[config.mk]
export PLATFORM = sky130hd
export DESIGN_NAME = rx_iq_mf
export DESIGN_NICKNAME = d
export VERILOG_FILES = /design/src/rtl/rx_iq_mf.sv
export SDC_FILE = /design/constraint.sdc
export NUM_CORES = 1
export LEC_CHECK = 0
export CORE_AREA = 2 2 39 41
export DETAILED_ROUTE_END_ITERATION = 6
export DIE_AREA = 0 0 41 43
export PLACE_DENSITY = 0.48
export RECOVER_POWER = 25
export SETUP_SLACK_MARGIN = 0.05
export SYNTH_ARGS = -nofsm -noshare
export SYNTH_HDL_FRONTEND = slang
export SYNTH_SLANG_ARGS = --single-unit
[constraint.sdc]
create_clock -name clk -period 1.31 [get_ports clk]
set_input_delay 0.1965 -clock clk [delete_from_list [all_inputs] [get_ports clk]]
set_output_delay 0.1965 -clock clk [all_outputs]
set_load 0.05 [all_outputs]
[src/rtl/rx_iq_mf.sv]
// rx_iq_mf: dual-channel (I/Q) QPSK matched filter with registered accumulators and symbol-rate hard decisions.
// Soft outputs (saturated acc >>> COEF_FBITS) are built only when RX_IQ_MF_SOFT_OUT_EN is defined.
module rx_iq_mf #(
  parameter int UPSAMPLE   = 4,
  parameter int NCOEF      = 24,
  parameter int COEF_NBITS = 8,
  parameter int COEF_FBITS = 7,
  parameter int DATA_NBITS = 8,
  parameter int SOFT_NBITS = 8,
  parameter logic [NCOEF*COEF_NBITS-1:0] COEF = '0,
  localparam int PH_NBITS  = (UPSAMPLE > 1) ? $clog2(UPSAMPLE) : 1
) (
  input  logic                         clk,
  input  logic                         rst,
  input  logic                         enable,
  input  logic signed [DATA_NBITS-1:0] rx_i_in,
  input  logic signed [DATA_NBITS-1:0] rx_q_in,
  input  logic        [PH_NBITS-1:0]   phase_in,
  output logic                         sym_i_out,
  output logic                         sym_q_out,
  output logic                         sym_valid
`ifdef RX_IQ_MF_SOFT_OUT_EN
  ,
  output logic signed [SOFT_NBITS-1:0] soft_i_out,
  output logic signed [SOFT_NBITS-1:0] soft_q_out
`endif
);

  localparam int PROD_NBITS = DATA_NBITS + COEF_NBITS;
  localparam int ACC_NBITS  = DATA_NBITS + COEF_NBITS + $clog2(NCOEF);
  localparam logic signed [ACC_NBITS-1:0] ACC_ZERO = '0;
  // Misconfigured builds (too few samples per symbol, bad soft format) never emit decisions.
  localparam bit CFG_OK = (UPSAMPLE >= 2) && (SOFT_NBITS >= 2) &&
                          (COEF_FBITS >= 0) && (COEF_FBITS < ACC_NBITS);

  logic signed [COEF_NBITS-1:0] coef     [NCOEF];
  logic signed [DATA_NBITS-1:0] tap_in_i [NCOEF];
  logic signed [DATA_NBITS-1:0] tap_in_q [NCOEF];
  logic signed [DATA_NBITS-1:0] buf_i_q  [NCOEF];
  logic signed [DATA_NBITS-1:0] buf_q_q  [NCOEF];
  logic signed [PROD_NBITS-1:0] prod_i   [NCOEF];
  logic signed [PROD_NBITS-1:0] prod_q   [NCOEF];

  logic signed [ACC_NBITS-1:0] acc_i_q, acc_i_d;
  logic signed [ACC_NBITS-1:0] acc_q_q, acc_q_d;
  logic        [PH_NBITS-1:0]  cnt_q, cnt_d;
  logic                        sym_i_q, sym_q_q, sym_valid_q;
  logic                        decide;

  genvar gi;
  generate
    for (gi = 0; gi < NCOEF; gi++) begin : g_tap
      // Tap 0 sits in the MSBs of COEF and multiplies the newest sample.
      assign coef[gi] = COEF[(NCOEF-1-gi)*COEF_NBITS +: COEF_NBITS];
      if (gi == 0) begin : g_head
        assign tap_in_i[gi] = rx_i_in;
        assign tap_in_q[gi] = rx_q_in;
      end else begin : g_body
        assign tap_in_i[gi] = buf_i_q[gi-1];
        assign tap_in_q[gi] = buf_q_q[gi-1];
      end
      assign prod_i[gi] = PROD_NBITS'(buf_i_q[gi]) * PROD_NBITS'(coef[gi]);
      assign prod_q[gi] = PROD_NBITS'(buf_q_q[gi]) * PROD_NBITS'(coef[gi]);
    end
  endgenerate

  always_comb begin
    acc_i_d = '0;
    acc_q_d = '0;
    for (int i = 0; i < NCOEF; i++) begin
      acc_i_d = acc_i_d + ACC_NBITS'(prod_i[i]);
      acc_q_d = acc_q_d + ACC_NBITS'(prod_q[i]);
    end
  end

  assign cnt_d  = (cnt_q == PH_NBITS'(UPSAMPLE - 1)) ? '0 : cnt_q + PH_NBITS'(1);
  assign decide = enable && CFG_OK && (cnt_q == phase_in);

  always_ff @(posedge clk) begin
    if (rst) begin
      for (int i = 0; i < NCOEF; i++) begin
        buf_i_q[i] <= '0;
        buf_q_q[i] <= '0;
      end
      acc_i_q     <= '0;
      acc_q_q     <= '0;
      cnt_q       <= '0;
      sym_i_q     <= 1'b0;
      sym_q_q     <= 1'b0;
      sym_valid_q <= 1'b0;
    end else begin
      sym_valid_q <= decide;
      if (enable) begin
        for (int i = 0; i < NCOEF; i++) begin
          buf_i_q[i] <= tap_in_i[i];
          buf_q_q[i] <= tap_in_q[i];
        end
        acc_i_q <= acc_i_d;
        acc_q_q <= acc_q_d;
        cnt_q   <= cnt_d;
      end
      // Sign test on the full word; a zero accumulator decides as 1.
      if (decide) begin
        sym_i_q <= (acc_i_q >= ACC_ZERO);
        sym_q_q <= (acc_q_q >= ACC_ZERO);
      end
    end
  end

  assign sym_i_out = sym_i_q;
  assign sym_q_out = sym_q_q;
  assign sym_valid = sym_valid_q;

`ifdef RX_IQ_MF_SOFT_OUT_EN
  localparam logic signed [ACC_NBITS-1:0] SOFT_MAX = ACC_NBITS'((1 <<< (SOFT_NBITS - 1)) - 1);
  localparam logic signed [ACC_NBITS-1:0] SOFT_MIN = ACC_NBITS'(-(1 <<< (SOFT_NBITS - 1)));

  logic signed [SOFT_NBITS-1:0] soft_i_q, soft_q_q;

  function automatic logic signed [SOFT_NBITS-1:0] sat_soft(input logic signed [ACC_NBITS-1:0] a);
    logic signed [ACC_NBITS-1:0] sh;
    sh = a >>> COEF_FBITS;
    if (sh > SOFT_MAX)      return SOFT_MAX[SOFT_NBITS-1:0];
    else if (sh < SOFT_MIN) return SOFT_MIN[SOFT_NBITS-1:0];
    else                    return sh[SOFT_NBITS-1:0];
  endfunction

  always_ff @(posedge clk) begin
    if (rst) begin
      soft_i_q <= '0;
      soft_q_q <= '0;
    end else if (decide) begin
      soft_i_q <= sat_soft(acc_i_q);
      soft_q_q <= sat_soft(acc_q_q);
    end
  end

  assign soft_i_out = soft_i_q;
  assign soft_q_out = soft_q_q;
`endif

endmodule

# == Yosys cells after proc, flatten, opt, wreduce, memory -nomap -nowiden ==
# Index checks and enable logic that the tools add are counted.
# W data, S select, Z words.
# op_classes
add_sub_neg,1
eq_ne,2
muxes,1
n_reduce_logical,1
# ops
operator,count
$add A2 B1 Y2 const B,1
$eq A2 B2 Y1,1
$eq A2 B2 Y1 const B,1
$mux W2,1
$logic_and A1 B1 Y1,1
# word_totals
reg_bits,4
inputBits,21
out_inout_bits,3
word_cells,8

# == Longest topological paths before layout ==
# Gate-level depths: netlist (run 1).
# depth
word_depth,2
mapped_depth,3

# == Worst setup path before layout (run 1) ==
# No wires, ideal clock.
# synth_path
path_kind,register -> output
start,register sym_i_out (netlist name)
end,output sym_q_out
arrival_time_ns,0.913
setup_slack_ns,0.200
path_stages_with_launch,2
path_buffers,1
cell_sequence,dfxtp_1 buf_4
# synth_rtl
item,line_no,source
to (decl),20,"output logic sym_q_out,"

# == Worst setup path in the final report (run 1) ==
# layout_path
start,register cnt_q[0]
end,register cnt_q[0]
# layout_via
elab_chain_cells,2
elab_cells_between_ends,3
cone_classes,add/sub: 1; eq/ne: 1; mux: 1
# layout_rtl
item,line_no,source
from (decl),46,"logic [PH_NBITS-1:0] cnt_q, cnt_d;"
from (signal assigned),100,cnt_q <= cnt_d;
$add A2 B1 Y2 or $eq A2 B2 Y1 (tied branches),76,assign cnt_d = (cnt_q == PH_NBITS'(UPSAMPLE - 1)) ? '0 : cnt_q + PH_NBITS'(1);
$mux W2 *,76,
# Mark *: on every way between the ends. The rest lies on a longest branch, timed or not.
# A chain may end at the register's enable or synchronous reset.

==> impl_metrics.yaml, run 1 <==
routing:
  avgRoutedWirePerCell_um: 8.535
  detailedRoute.firstPassIterationCount: 4
  route.detailed.drc: 0
  routed-via-count: 158
  vias_per_cell: 3.674
  drt_first_iter_violations: 3
  final_antenna_net_count: 0
  wire_length_reported_by_the_detailed_router_um: 367
final_layout:
  antenna_diode_count: 0
  instances_no_fill: 43
  top_library_cells_by_usage_in_the_layout_fill_and_taps_aside: "dfxtp_1, clkbuf_4, clkdlybuf4s50_1, buf_12"
  fillers: 147
  layout.nets: 51
  design_area_um2: 321.6
  area_growth_syn_to_layout_pct: 79.72
  drive_gt1_share_pct: 29.63
  utilization_pct: 23.24
  most_common_cell_after_layout_fill_and_taps_aside: "dfxtp_1"
logic_synthesis:
  yosys_warnings: 0
  avgSynthCellArea_um2: 10.52
  yosys.cell_types.count: 12
  post-synth-top-area-fraction_pct: 44.76
  postSynthRegisterBits: 4
  postSynthCellCount: 17
  synth_nets: 39
  mappedNetlistArea_um2: 178.9
  ys_seq_area_share_pct: 44.76
  synthTopCellsByArea: "dfxtp_1, xor2_1, ha_1"
  synth_area_leader_cell: "dfxtp_1"
floorplan:
  floorplan.rows: 14
  die_x_um: 41
  start_util_pct: 12.93
  total_die_area_mm2: 0.001763
  core-area_mm2: 0.001384
  boundaryPins: 24
  die_y_extent_um: 43
sta:
  post-route-worst-setup-slack_ns: 0.2239
  clock-skew-final_ns: 0.002769
  setup_tns_ns: 0
  final_period_minus_worst_setup_slack_ns: 1.086
  final-setup-viol-count: 0
  slew_violations: 0
  final-hold-violation-count: 0
  max_slew.worst_pin.slew_ns: 0.2211
  maxSlewHeadroom_pct: 85.24
  finalHoldWorstSlack_ns: 0.5408
  max_freq_mhz: 920.7
  rsz_0062_raised_after_global_routing: "false"
  post-route-period-util_pct: 82.91
placed_design:
  port-buffer-count: 7
  postPlaceCellArea_um2: 299.0
  dp_slack_ns: 0.01248
  routabilityCongestion: 0.4732
  dp.cells: 40
power_and_ir_drop:
  p_total_uw: 381.8
  power.static_leakage_nw: 0.1344
  ir_drop_mv: 0.1654
  power_per_cell_area_mw_per_mm2: 1187
worst_setup_path:
  ff2ff_setup_slack_ns: 0.22
  rr_endpoint: "cnt_q[0]"
  rr_startpoint: "cnt_q[0]"
  start_kind: "flip-flop"
  timing.critical_path.from: "cnt_q[0]"
  critical_path_arrival_ns: 1.25
  timing.reg2reg.worst_path_depth: 3
  cp_required_ns: 1.47
  worst_setup_path_end_kind: "flip-flop"
  worst-setup-path-type: "reg -> reg"
  largest_fanout_on_the_critical_path: 4
clock_tree:
  htree_num_levels: 1
  cts-root-to-sink-buffers: 2
  cts_inserted_buffers: 3
  ctsRootBufferMaster: "clkbuf_4"
  cts_resized: 0
  clkLatencyLatePin_ns: 0.23
  cts_hold_buf: 0
  cts_num_sinks: 4
  cts.reportedPaths.clkPinSlew_ns: 0.03
  clock_tree_from_tritoncts: "done"
  postCtsSetupBuffers: 0
job:
  maxCapViolCount: 0
worst_hold_path:
  hold_path.class: "reg -> reg"
  whs_path_depth: 2
  min_from: "cnt_q[0]"
  hold-path-endpoint: "cnt_q[0]"
global_route:
  first_pass_grt_wire_length_um: 476
  antenna_violations_before_repair: 0
  pin_count_of_the_biggest_net_entering_global_routing: 5
  overflow: 0
  via_count_of_the_first_global_routing_pass: 123
  grt_usage_pct: 4.910
status:
  run_status: "completed"
==> synthesized netlist by cell type <==
library cell,instances
dfxtp_1,4
nand2b_1,2
xor2_1,2
a21oi_2,1
buf_4,1
ha_1,1
inv_1,1
mux2i_1,1
nor2_1,1
nor3_1,1
o32ai_1,1
or3b_1,1
==> logic make-up (layout without fill, tap and decap cells) <==
kind of cell               after synthesis  in the layout  synth area share [%]
buffers and inverters                    2             12                 6.293
and+or+nand+nor                          5              5                 16.78
muxes                                    1              1                 5.595
DFF                                      4              4                 44.76
xor gates and xnor gates                 2              2                 9.792
AOI/OAI and AO/OA                        2              2                 9.792
adders and majority gates                1              1                 6.992
==> per-layer routing <==
layer / global-route usage (%) / vias up / part of all wire (%)
li1: - / 78 / -
met1: 2.875 / 72 / 34
met4: 6.000 / 0 / 0
met5: 0 / - / 0
met3: 4.712 / 0 / 14
met2: 6.875 / 8 / 51
==> worst max-delay path, cell delays in order (launching register included) <==
cell and delay [ns]:
dfxtp_1 0.34, ha_1 0.20, or3b_1 0.36, a21oi_2 0.12
==> registers in the layout, summed over array words and instances, names as in the netlist <==
name,cells
sym_i_out,1
cnt_q,2
sym_valid,1
==> cell type report <==
class | instances | area [um2] | area share, %
timing repair buffer | 8 | 107.6 | 33.46
multi-input combinational | 11 | 87.58 | 27.24
sequential | 4 | 80.08 | 24.90
clock buffer | 3 | 22.52 | 7.004
tap | 16 | 20.02 | 6.226
inverter | 1 | 3.754 | 1.167
==> power breakdown <==
group | internal (mW) | switching, mW | total (mW)
sequential | 0.132 | 0.0109 | 0.143
clock | 0.102 | 0.0433 | 0.145
combinational | 0.0500 | 0.0439 | 0.0939
==> worst max path at each step <==
stage	endpoint	slack, ns	cells past startpoint
2_1_floorplan	sym_q_out	0.20	1
3_3_place_gp	cnt_q[0]	0.04	3
3_5_place_dp	cnt_q[0]	0.01	3
4_1_cts	cnt_q[0]	0.22	3
5_1_grt	cnt_q[0]	0.17	3
6_report	cnt_q[0]	0.22	3
Power figures use the tool's default switching activity.
==> run 2, diff against run 1 <==
==> constraint.sdc (replaced) <==
create_clock -name clk -period 1.1 [get_ports clk]
set_input_delay 0.165 -clock clk [delete_from_list [all_inputs] [get_ports clk]]
set_output_delay 0.165 -clock clk [all_outputs]
set_load 0.05 [all_outputs]
==> run 2 against run 1 <==
Compared with the run above:
- first-iteration DRC count shrank 100%
- clock power rose by 21%
- highest routed layer is now met4
- hold slack got worse by 0.030 ns
- die area unchanged
- via count grew 10%
- global-route usage rose by 0.10 points
- sequential share of layout area decreased by 0.63 points
- cell area rose by 7.4%
- worst setup slack got worse by 0.17 ns
- fmax rose by 3.6%
==> impl_metrics.yaml, run 2 (synthesis results as in run 1) <==
sta:
  final-hold-violation-count: 0
  maxSlewHeadroom_pct: 81.15
  post-route-period-util_pct: 95.32
  rsz_0062_raised_after_global_routing: "true"
  final-setup-viol-count: 0
  final_period_minus_worst_setup_slack_ns: 1.049
  max_freq_mhz: 953.7
  clock-skew-final_ns: 0.001202
  slew_violations: 0
  max_slew.worst_pin.slew_ns: 0.2839
  setup_tns_ns: 0
final_layout:
  top_library_cells_by_usage_in_the_layout_fill_and_taps_aside: "clkdlybuf4s50_1, buf_4, clkbuf_4, dfxtp_2"
  fillers: 151
  utilization_pct: 24.95
  area_growth_syn_to_layout_pct: 93.01
  antenna_diode_count: 0
  drive_gt1_share_pct: 56.67
  largest_register_ffs: 2
  layout.nets: 54
  max_flop_register: "cnt_q"
floorplan:
  die_y_extent_um: 43
  boundaryPins: 24
  start_util_pct: 12.93
  total_die_area_mm2: 0.001763
  floorplan.rows: 14
  core-area_mm2: 0.001384
  die_x_um: 41
global_route:
  antenna_violations_before_repair: 0
  grt.met3_usage_pct: 1.571
  grt_use_met1_pct: 3.514
  grt_util_met2_pct: 7.500
  first_pass_grt_wire_length_um: 531
  overflow: 0
  pin_count_of_the_biggest_net_entering_global_routing: 4
  grt_max_usage_layer: "met4"
  via_count_of_the_first_global_routing_pass: 159
  grt_usage_pct: 5.010
routing:
  final_antenna_net_count: 0
  vias_per_cell: 3.783
  detailedRoute.firstPassIterationCount: 1
  wire_length_reported_by_the_detailed_router_um: 486
  avgRoutedWirePerCell_um: 10.57
  routed-via-count: 174
  drt_first_iter_violations: 0
  route.detailed.drc: 0
clock_tree:
  cts_inserted_buffers: 3
  htree_num_levels: 1
  cts_hold_buf: 0
  cts.reportedPaths.clkPinSlew_ns: 0.03
  cts-root-to-sink-buffers: 2
  cts_num_sinks: 4
  ctsRootBufferMaster: "clkbuf_4"
  clock_tree_from_tritoncts: "done"
  clkLatencyLatePin_ns: 0.23
worst_setup_path:
  ff2ff_setup_slack_ns: 0.05
  start_kind: "flip-flop"
  timing.reg2reg.worst_path_depth: 3
  cp_required_ns: 1.26
  largest_fanout_on_the_critical_path: 3
  worst-setup-path-type: "reg -> reg"
  critical_path_arrival_ns: 1.21
  worst_setup_path_end_kind: "flip-flop"
power_and_ir_drop:
  power.static_leakage_nw: 0.1465
  ir_drop_mv: 0.2276
  power_per_cell_area_mw_per_mm2: 1381
worst_hold_path:
  whs_path_depth: 2
  hold_path.class: "reg -> reg"
placed_design:
  place_hpwl_um: 338.5
  routabilityCongestion: 0.4717
  port-buffer-count: 7
job:
  maxCapViolCount: 0
status:
  run_status: "completed"
[run 2: changes by cell type in the layout (fill, tap and decap cells not counted), sizes merged]
cell / before / now
clkdlybuf4s50: 3 / 4
clkbuf: 3 / 4
buf: 4 / 6
dlygate4sd3: 1 / 0
[run 2: report_power, final]
group	leakage, nW	switching, mW	internal, mW
combinational	0.0988	0.0624	0.0695
sequential	0.0339	0.0103	0.159
clock	0.0138	0.0542	0.122
[run 2: metrics by stage]
stage / std cells / setup slack, ns / area, um2 / power [mW] / hold WS (ns)
after global routing: 46 / 0.01239 / 345.3 / 0.5012 / 0.5410
after CTS: 45 / 0.03257 / 337.8 / 0.4781 / 0.5075
after detailed placement: 42 / -0.1047 / 315.3 / 0.2937 / 0.5022
after global placement: 42 / -0.09926 / 315.3 / 0.2904 / 0.5041
after floorplan: 17 / 0.07982 / 180.2 / 0.2267 / 0.2274
final: 46 / 0.05148 / 345.3 / 0.4768 / 0.5108
[run 2: layout make-up]
class	count	area, um2	share of cell area (%)
tap	16	20.02	5.797
multi-input combinational	11	100.1	28.99
timing repair buffer	11	115.1	33.33
clock buffer	3	22.52	6.522
sequential	4	83.83	24.28
inverter	1	3.754	1.087
[run 2: worst paths after layout]
check,from,endpoint
worst max-delay path,cnt_q[1],cnt_q[0]
worst min-delay path,cnt_q[1],cnt_q[1]
worst max register to register,cnt_q[1],cnt_q[0]
worst min register to register,cnt_q[1],cnt_q[1]
[run 2: worst max-delay path, stage by stage, from the launching register on]
cell	delay, ns
dfxtp_2	0.32
ha_2	0.16
or3b_4	0.37
a21oi_2	0.13
[run 2: what timing repair did]
action / in CTS / in global routing
buffers inserted: 0 / 1
resized for setup: 0 / 5
setup endpoints to repair: 1 / 2
pin swaps: 0 / 1
[run 2: routing by layer]
metal	share of wire, %	up-vias	wire [um]
li1	-	83	-
met1	31	79	153
met2	51	10	248
met3	14	2	68
met4	3.3	0	16
met5	0	-	0
